`config.mk`:
```
export PLATFORM = sky130hd
export DESIGN_NAME = ctrl_sequencer_flat
export DESIGN_NICKNAME = d
export VERILOG_FILES = /design/src/rtl/ctrl_sequencer_if.sv /design/src/rtl/ctrl_sequencer.sv /design/src/flat_wrapper.sv
export SDC_FILE = /design/constraint.sdc
export NUM_CORES = 1
export LEC_CHECK = 0
export CORE_MARGIN = 5
export CORE_UTILIZATION = 51
export DETAILED_ROUTE_END_ITERATION = 6
export PLACE_DENSITY = 0.87
export SLEW_MARGIN = 10
export SYNTH_ARGS = -nofsm -noshare
export SYNTH_HDL_FRONTEND = slang
export SYNTH_SLANG_ARGS = --single-unit
```
`constraint.sdc`:
```
create_clock -name clk -period 3 [get_ports clk]
set_clock_uncertainty 0.1 [all_clocks]
set_input_delay 0.6 -clock clk [delete_from_list [all_inputs] [get_ports clk]]
set_output_delay 0.6 -clock clk [all_outputs]
set_load 0.1 [all_outputs]
```
`src/rtl/ctrl_sequencer_if.sv`:
```
// Control bundle between the instruction sequencer and the datapath.
// The sequencer uses the master view; the datapath (or a bench) uses the slave view.
interface ctrl_sequencer_if #(
    parameter int NUM_REGS = 16,
    parameter int CNT_W    = 16
);
    logic                run;
    logic [31:0]         ir;
    logic                mem_ready;
    logic                PCout, MARin, IncPC, Zin, PCin, Read, MDRin;
    logic                MDRout, IRin, Yin, Zlowout, Zhighout, HIin, LOin;
    logic [NUM_REGS-1:0] reg_in;
    logic [NUM_REGS-1:0] reg_out;
    logic [4:0]          alu_op;
    logic                done;
    logic                illegal;
    logic                halted;
    logic [CNT_W-1:0]    instr_count;

    modport master (
        input  run, ir, mem_ready,
        output PCout, MARin, IncPC, Zin, PCin, Read, MDRin,
        output MDRout, IRin, Yin, Zlowout, Zhighout, HIin, LOin,
        output reg_in, reg_out, alu_op, done, illegal, halted, instr_count
    );

    modport slave (
        output run, ir, mem_ready,
        input  PCout, MARin, IncPC, Zin, PCin, Read, MDRin,
        input  MDRout, IRin, Yin, Zlowout, Zhighout, HIin, LOin,
        input  reg_in, reg_out, alu_op, done, illegal, halted, instr_count
    );
endinterface

```
`src/rtl/ctrl_sequencer.sv`:
```
// Multi-cycle fetch/decode/execute control FSM for a simple register-file CPU.
// Every strobe is registered: the next-state logic also computes the outputs of the state being entered.
module ctrl_sequencer #(
    parameter int NUM_REGS = 16,
    parameter int CNT_W    = 16
) (
    input logic              clk,
    input logic              clr,
    ctrl_sequencer_if.master bus
);
    localparam int RSEL_W = 4;

    localparam logic [4:0] OP_ADD  = 5'b00011;
    localparam logic [4:0] OP_SUB  = 5'b00100;
    localparam logic [4:0] OP_AND  = 5'b00101;
    localparam logic [4:0] OP_OR   = 5'b00110;
    localparam logic [4:0] OP_SHR  = 5'b00111;
    localparam logic [4:0] OP_SHL  = 5'b01000;
    localparam logic [4:0] OP_ROR  = 5'b01001;
    localparam logic [4:0] OP_ROL  = 5'b01010;
    localparam logic [4:0] OP_MUL  = 5'b01111;
    localparam logic [4:0] OP_DIV  = 5'b10000;
    localparam logic [4:0] OP_NEG  = 5'b10001;
    localparam logic [4:0] OP_NOT  = 5'b10010;
    localparam logic [4:0] OP_HALT = 5'b11011;

    typedef enum logic [3:0] {IDLE, T0, T1, T2, T3, T4, T5, T6, HALT} state_t;

    typedef struct packed {
        logic                pcout, marin, incpc, zin, pcin, read, mdrin;
        logic                mdrout, irin, yin, zlowout, zhighout, hiin, loin;
        logic                done, illegal, halted;
        logic [4:0]          alu_op;
        logic [NUM_REGS-1:0] reg_in;
        logic [NUM_REGS-1:0] reg_out;
    } out_t;

    function automatic logic is_muldiv(input logic [4:0] op);
        return (op == OP_MUL) || (op == OP_DIV);
    endfunction

    function automatic logic is_binary(input logic [4:0] op);
        return (op == OP_ADD) || (op == OP_SUB) || (op == OP_AND) || (op == OP_OR) ||
               (op == OP_SHR) || (op == OP_SHL) || (op == OP_ROR) || (op == OP_ROL) ||
               is_muldiv(op);
    endfunction

    function automatic logic is_unary(input logic [4:0] op);
        return (op == OP_NEG) || (op == OP_NOT);
    endfunction

    // Out-of-range register indices match no bit, giving an all-zero vector.
    function automatic logic [NUM_REGS-1:0] onehot(input logic [RSEL_W-1:0] idx);
        logic [NUM_REGS-1:0] v;
        v = '0;
        for (int i = 0; i < NUM_REGS; i++) begin
            if (idx == RSEL_W'(i)) v[i] = 1'b1;
        end
        return v;
    endfunction

    state_t            state_q, state_d;
    out_t              out_q, out_d;
    logic [4:0]        op_q;
    logic [RSEL_W-1:0] ra_q, rc_q;
    logic [CNT_W-1:0]  count_q;
    state_t            end_state;

    logic [4:0]        ir_op;
    logic [RSEL_W-1:0] ir_ra, ir_rb, ir_rc;
    logic              unused_ir;

    assign ir_op     = bus.ir[31:27];
    assign ir_ra     = bus.ir[26:23];
    assign ir_rb     = bus.ir[22:19];
    assign ir_rc     = bus.ir[18:15];
    assign unused_ir = ^bus.ir[14:0];
    assign end_state = bus.run ? T0 : IDLE;

    always_comb begin
        state_d = state_q;
        out_d   = '0;

        case (state_q)
            IDLE:    if (bus.run) state_d = T0;
            T0:      state_d = T1;
            T1:      if (bus.mem_ready) state_d = T2;
            T2:      state_d = T3;
            T3: begin
                if (is_binary(op_q) || is_unary(op_q)) state_d = T4;
                else if (op_q == OP_HALT)              state_d = HALT;
                else                                   state_d = end_state;
            end
            T4:      state_d = is_binary(op_q) ? T5 : end_state;
            T5:      state_d = is_muldiv(op_q) ? T6 : end_state;
            T6:      state_d = end_state;
            HALT:    state_d = HALT;
            default: state_d = IDLE;
        endcase

        // Outputs of the state being entered. T3 is only reached from T2, so it decodes ir directly.
        case (state_d)
            T0: begin
                out_d.pcout = 1'b1;
                out_d.marin = 1'b1;
                out_d.incpc = 1'b1;
                out_d.zin   = 1'b1;
            end
            T1: begin
                out_d.zlowout = 1'b1;
                out_d.pcin    = (state_q == T0);
                out_d.read    = 1'b1;
                out_d.mdrin   = 1'b1;
            end
            T2: begin
                out_d.mdrout = 1'b1;
                out_d.irin   = 1'b1;
            end
            T3: begin
                if (is_binary(ir_op)) begin
                    out_d.reg_out = onehot(ir_rb);
                    out_d.yin     = 1'b1;
                end else if (is_unary(ir_op)) begin
                    out_d.reg_out = onehot(ir_rb);
                    out_d.alu_op  = ir_op;
                    out_d.zin     = 1'b1;
                end else if (ir_op != OP_HALT) begin
                    out_d.illegal = 1'b1;
                end
            end
            T4: begin
                if (is_binary(op_q)) begin
                    out_d.reg_out = onehot(rc_q);
                    out_d.alu_op  = op_q;
                    out_d.zin     = 1'b1;
                end else begin
                    out_d.zlowout = 1'b1;
                    out_d.reg_in  = onehot(ra_q);
                    out_d.done    = 1'b1;
                end
            end
            T5: begin
                out_d.zlowout = 1'b1;
                if (is_muldiv(op_q)) begin
                    out_d.loin = 1'b1;
                end else begin
                    out_d.reg_in = onehot(ra_q);
                    out_d.done   = 1'b1;
                end
            end
            T6: begin
                out_d.zhighout = 1'b1;
                out_d.hiin     = 1'b1;
                out_d.done     = 1'b1;
            end
            HALT:    out_d.halted = 1'b1;
            default: out_d = '0;
        endcase
    end

    always_ff @(posedge clk or negedge clr) begin
        if (!clr) begin
            state_q <= IDLE;
            out_q   <= '0;
            op_q    <= '0;
            ra_q    <= '0;
            rc_q    <= '0;
            count_q <= '0;
        end else begin
            state_q <= state_d;
            out_q   <= out_d;
            if (state_q == T2) begin
                op_q <= ir_op;
                ra_q <= ir_ra;
                rc_q <= ir_rc;
            end
            if (out_q.done) count_q <= count_q + CNT_W'(1);
        end
    end

    assign bus.PCout       = out_q.pcout;
    assign bus.MARin       = out_q.marin;
    assign bus.IncPC       = out_q.incpc;
    assign bus.Zin         = out_q.zin;
    assign bus.PCin        = out_q.pcin;
    assign bus.Read        = out_q.read;
    assign bus.MDRin       = out_q.mdrin;
    assign bus.MDRout      = out_q.mdrout;
    assign bus.IRin        = out_q.irin;
    assign bus.Yin         = out_q.yin;
    assign bus.Zlowout     = out_q.zlowout;
    assign bus.Zhighout    = out_q.zhighout;
    assign bus.HIin        = out_q.hiin;
    assign bus.LOin        = out_q.loin;
    assign bus.reg_in      = out_q.reg_in;
    assign bus.reg_out     = out_q.reg_out;
    assign bus.alu_op      = out_q.alu_op;
    assign bus.done        = out_q.done;
    assign bus.illegal     = out_q.illegal;
    assign bus.halted      = out_q.halted;
    assign bus.instr_count = count_q;
endmodule

```
`src/flat_wrapper.sv`:
```
// flat-port wrapper written by rule: the top's interface ports become plain ports
module ctrl_sequencer_flat 
#(
    parameter int NUM_REGS = 16,
    parameter int CNT_W    = 16
)
  (clk, clr, bus_run, bus_ir, bus_mem_ready, bus_PCout, bus_MARin, bus_IncPC, bus_Zin, bus_PCin, bus_Read, bus_MDRin, bus_MDRout, bus_IRin, bus_Yin, bus_Zlowout, bus_Zhighout, bus_HIin, bus_LOin, bus_reg_in, bus_reg_out, bus_alu_op, bus_done, bus_illegal, bus_halted, bus_instr_count);
  ctrl_sequencer_if #(.NUM_REGS(NUM_REGS), .CNT_W(CNT_W)) bus_i ();
  input logic clk;
  input logic clr;
  input wire logic [$bits(bus_i.run)-1:0] bus_run;
  input wire logic [$bits(bus_i.ir)-1:0] bus_ir;
  input wire logic [$bits(bus_i.mem_ready)-1:0] bus_mem_ready;
  output wire logic [$bits(bus_i.PCout)-1:0] bus_PCout;
  output wire logic [$bits(bus_i.MARin)-1:0] bus_MARin;
  output wire logic [$bits(bus_i.IncPC)-1:0] bus_IncPC;
  output wire logic [$bits(bus_i.Zin)-1:0] bus_Zin;
  output wire logic [$bits(bus_i.PCin)-1:0] bus_PCin;
  output wire logic [$bits(bus_i.Read)-1:0] bus_Read;
  output wire logic [$bits(bus_i.MDRin)-1:0] bus_MDRin;
  output wire logic [$bits(bus_i.MDRout)-1:0] bus_MDRout;
  output wire logic [$bits(bus_i.IRin)-1:0] bus_IRin;
  output wire logic [$bits(bus_i.Yin)-1:0] bus_Yin;
  output wire logic [$bits(bus_i.Zlowout)-1:0] bus_Zlowout;
  output wire logic [$bits(bus_i.Zhighout)-1:0] bus_Zhighout;
  output wire logic [$bits(bus_i.HIin)-1:0] bus_HIin;
  output wire logic [$bits(bus_i.LOin)-1:0] bus_LOin;
  output wire logic [$bits(bus_i.reg_in)-1:0] bus_reg_in;
  output wire logic [$bits(bus_i.reg_out)-1:0] bus_reg_out;
  output wire logic [$bits(bus_i.alu_op)-1:0] bus_alu_op;
  output wire logic [$bits(bus_i.done)-1:0] bus_done;
  output wire logic [$bits(bus_i.illegal)-1:0] bus_illegal;
  output wire logic [$bits(bus_i.halted)-1:0] bus_halted;
  output wire logic [$bits(bus_i.instr_count)-1:0] bus_instr_count;
  assign bus_i.run = bus_run;
  assign bus_i.ir = bus_ir;
  assign bus_i.mem_ready = bus_mem_ready;
  assign bus_PCout = bus_i.PCout;
  assign bus_MARin = bus_i.MARin;
  assign bus_IncPC = bus_i.IncPC;
  assign bus_Zin = bus_i.Zin;
  assign bus_PCin = bus_i.PCin;
  assign bus_Read = bus_i.Read;
  assign bus_MDRin = bus_i.MDRin;
  assign bus_MDRout = bus_i.MDRout;
  assign bus_IRin = bus_i.IRin;
  assign bus_Yin = bus_i.Yin;
  assign bus_Zlowout = bus_i.Zlowout;
  assign bus_Zhighout = bus_i.Zhighout;
  assign bus_HIin = bus_i.HIin;
  assign bus_LOin = bus_i.LOin;
  assign bus_reg_in = bus_i.reg_in;
  assign bus_reg_out = bus_i.reg_out;
  assign bus_alu_op = bus_i.alu_op;
  assign bus_done = bus_i.done;
  assign bus_illegal = bus_i.illegal;
  assign bus_halted = bus_i.halted;
  assign bus_instr_count = bus_i.instr_count;
  ctrl_sequencer #(.NUM_REGS(NUM_REGS), .CNT_W(CNT_W)) u_core (.clk(clk), .clr(clr), .bus(bus_i));
endmodule
```
# After elaboration in Yosys (flattened, before gate mapping)
# Index checks and enable logic that the tools add are counted.
# word_totals
register_bits	87
output_inout_bits	70
word_cells	227
# op_classes
eq_ne	87
addsub	1
muxes	88
n_reduce_logical	26
# op_table
operator	count
$eq A4 B4 Y1 const B	26
$eq A4 B3 Y1 const B	20
$mux W16	5
$pmux W16 S2	2
$mux W1	63
$eq A4 B2 Y1 const B	10
$eq A5 B3 Y1 const B	8
$eq A5 B4 Y1 const B	8
$pmux W4 S9	1
$eq A5 B5 Y1 const B	7
$mux W4	6
$logic_or A1 B1 Y1	21
$eq A4 B1 Y1 const B	5
$add A16 B1 Y16 const B	1
$logic_not A4 Y1	4
$mux W5	3
$eq A5 B2 Y1 const B	2
$pmux W5 S2	1
$mux W3	2
$pmux W1 S3	2
$ne A5 B5 Y1 const B	1
$mux W2	2
$pmux W1 S2	1
$reduce_or A2 Y1	1

# Longest topological paths before layout
# logic_depth
ltp_word	15
depth_mapped	7
ltp_nobuf	5

# Worst setup path after synthesis
# No wires, ideal clock.
# synth_timing
kind	reg2reg
start	register u_core.out_q, in the netlist u_core.bus.done
end	register u_core.count_q[11], in the netlist u_core.bus.instr_count[11]
synth_period_minus_slack_ps	2161
arrival_ps	1900
setup_slack_ps	839
setup_ps	162
required_time_ps	2738
n_path_buf	0
path_stages_with_launch	6
cell_sequence	dfrtp_1 > and4_1 > and3_1 > nand3_1 > nor2_1 > xor2_1
# synth_rtl
item	line	rtl
start: declaration	ctrl_sequencer.sv:63	out_t out_q, out_d;
start signal: assignment	ctrl_sequencer.sv:171	out_q <= out_d;
end signal: assignment	ctrl_sequencer.sv:177	if (out_q.done) count_q <= count_q + CNT_W'(1);
end: declaration	ctrl_sequencer.sv:66	logic [CNT_W-1:0] count_q;

==> out/summary.txt <==
Power per Cell Area: 832 nW/um^2
clock latency on the worst-skew pair: 350 ps
number of buffers on the longest clock path: 2
weighted congestion at the end of routability-driven global placement: 0.896
kind of end point of the critical path: register
WP data required: 3170 ps
Max Cap Viol: 0
WL final: 7870 microns
effective utilization at floorplan: 52.2%
arrival time of the worst setup path: 2410 ps
met2 routed wirelength: 3810 microns
std cell rows: 30
met3 WL post-DR: 641 microns
Port-buffer cells: 90
count of placed standard cells including taps: 504
shortest period the worst path allows: 2240 ps
Syn Area/Cell: 10.6 sq um
final core occ: 65.9%
routed wirelength normalized by instance count: 15.1 microns
maximum number of pins on one net before global-route repair: 83
library cell used as clock root buffer: clkbuf_8
number of buffers inserted by hold repair at cts: 0
most common flop cell mapped by yosys: dfrtp_1
post-cts resize count: 0
Sinks on Clock Net: 82
leakage power: 2.22 nW
run status: completed
net count after synthesis: 371
count of final setup violators: 0
fraction of layout cells with a size suffix above 1: 24.1%
remaining global-route overflow: 0
number of synthesized register bits: 82
worst-case hold slack: 288 ps
Worst slew margin: 36.1%
final-layout setup total negative slack: 0 ps
drt first-iter violations: 185
antenna violation net count after detailed routing: 0
clock network fraction of design power: 20.2%
Remaining DRCs: 0
die width: 93.4 microns
Worst setup SP type: input pin
dominant cell type by area after synthesis: dfrtp_1
RSZ-0062 raised after global routing: false
overall routing resource usage: 19.1%
top routing layer used: met4
combinational share of power: 39.2%
Cell Area, Placed: 4290 sq um
Achievable Freq: 446 MHz
Synth warnings: 0
CTS clk-pin slew, worst paths: 90 ps
area share of the largest cell type after synthesis: 57.9%
Psw: 1.69 mW
fraction of the cycle the final worst path needs: 74.7%
total CTS buffers: 9
most common cell after layout, fill and taps aside: dfrtp_1
mean number of vias per cell: 5.44
post-synthesis cell type count: 56
setup repair bufs after CTS: 0
P_int: 2.03 mW
Antenna Cells: 0
DR vias: 2831
worst-case vdd ir drop: 352 uV
area of the mapped netlist: 3540 sq um
max-slew violations: 0
final cell count without fillers: 520
CTS tree: built
sequential element share of the synthesized area: 57.9%
half-perimeter wire length after placement: 5690 microns
startpoint-to-endpoint class of the critical path: in2reg
iteration count of the initial detailed-routing pass: 5
total die area: 8720 sq um
met1 wire length: 3300 microns
PnR worst setup slack: 758 ps
level count of the clock H-tree: 3
highest fanout seen on the critical path: 6
overall die height: 93.4 microns
Post-synth ARST share: 100%
total number of nets in the final design: 456
relative contribution of sequential cells to total power: 40.6%
most frequent cells in the layout: dfrtp_1 (82), buf_4 (73), nand2_1 (55)
core area: 6790 sq um
switching portion of total power: 45.4%
worst hold path type: in2async
placement-stage worst setup slack: 418 ps
count of boundary I/O pins: 106
largest cells by area after synthesis: dfrtp_1 (58%), nand2_1 (5.8%), nor2_1 (3.2%), o22ai_1 (2.8%), xnor2_1 (2.5%)
area growth from synthesis to final layout: 26.3%
Fillers: 528
final instance area: 4480 sq um
number of antenna violations at the first check in global routing: 0
number of hold violations in the final report: 0
first-pass GRT wire length: 13100 microns
post-route total power: 3.72 mW
cells after synthesis: 334
transition time at the pin with the least slew margin: 959 ps
number of flops mapped to enable cells by yosys: 0
number of global-route vias before repair: 2730
flip-flops by register name, indices dropped and copies added, names as in the netlist:
name,flops
u_core.bus.MDRin,1
u_core.bus.LOin,1
u_core.bus.reg_in,16
u_core.bus.PCin,1
u_core.bus.Zlowout,1
u_core.bus.HIin,1
u_core.bus.reg_out,16
u_core.state_q,4
u_core.bus.illegal,1
u_core.bus.Zin,1
u_core.bus.done,1
u_core.bus.instr_count,16
u_core.bus.IncPC,1
u_core.rc_q,4
u_core.bus.alu_op,5
u_core.bus.Yin,1
u_core.op_q,5
u_core.ra_q,4
u_core.bus.IRin,1
u_core.bus.halted,1
per-layer routing:
layer / vias to the layer above / global-route usage, %
met3: 15 / 5.95
met1: 1352 / 24.0
met4: 0 / 7.57
met2: 128 / 30.9
li1: 1336 / -
met5: - / 0
power by group through the flow:
stage	clock network (mW)	registers [mW]	logic, mW
floorplan	0	1.77	0.916
global placement	0	1.52	1.43
detailed placement	0	1.53	1.45
CTS	0.766	1.51	1.46
global route	0.818	1.55	1.57
finish	0.752	1.51	1.46
final timing paths:
check | from | end | slack [ps] | cells after the start
max in group asynchronous | clr | u_core.bus.Zlowout | 1880 | 1
min in group clk | u_core.bus.instr_count[15] | u_core.bus.instr_count[15] | 370 | 1
min | clr | u_core.bus.instr_count[7] | 290 | 1
max reg2reg | u_core.op_q[4] | u_core.bus.reg_out[12] | 870 | 5
max | bus_ir[28] | u_core.bus.reg_out[12] | 760 | 6
min reg2reg | u_core.bus.instr_count[15] | u_core.bus.instr_count[15] | 370 | 1
cells in the mapped netlist (5+ instances only):
cell        n
o22ai_1    16
o21ai_0     7
nor3_1     12
xnor2_1    10
nand4_1     6
nand3_1     7
inv_1       7
and3_1      8
clkbuf_1    5
nor2_1     30
dfrtp_1    82
xor2_1      7
nand2b_1   11
o2111ai_1   6
nand2_1    55
buf_4       5
kinds of logic after synthesis:
| group | after synthesis | share of synthesized area [%] |
|---|---|---|
| compound gates | 54 | 11.3 |
| xor+xnor | 17 | 4.20 |
| fa+ha+maj | 2 | 0.635 |
| buf+inv | 25 | 3.95 |
| flops | 82 | 57.9 |
| mux | 1 | 0.318 |
| simple gates | 153 | 21.7 |
worst max-delay path, stage by stage:
cell and delay (ps):
clkdlybuf4s50_1 580, nand2_1 140, maj3_1 380, a21oi_2 230, o2111ai_1 260, o22ai_1 220
cell type report:
| class | count | area (sq um) | share of cell area (%) |
|---|---|---|---|
| clock buffers | 12 | 155 | 3.46 |
| clock inverters | 4 | 33.8 | 0.754 |
| inverters | 7 | 26.3 | 0.587 |
| multi-input cells | 227 | 1350 | 30.2 |
| flip-flops and latches | 82 | 2050 | 45.8 |
| well taps | 96 | 120 | 2.68 |
| repair buffers | 92 | 738 | 16.5 |
(Power assumes the default switching activity.)
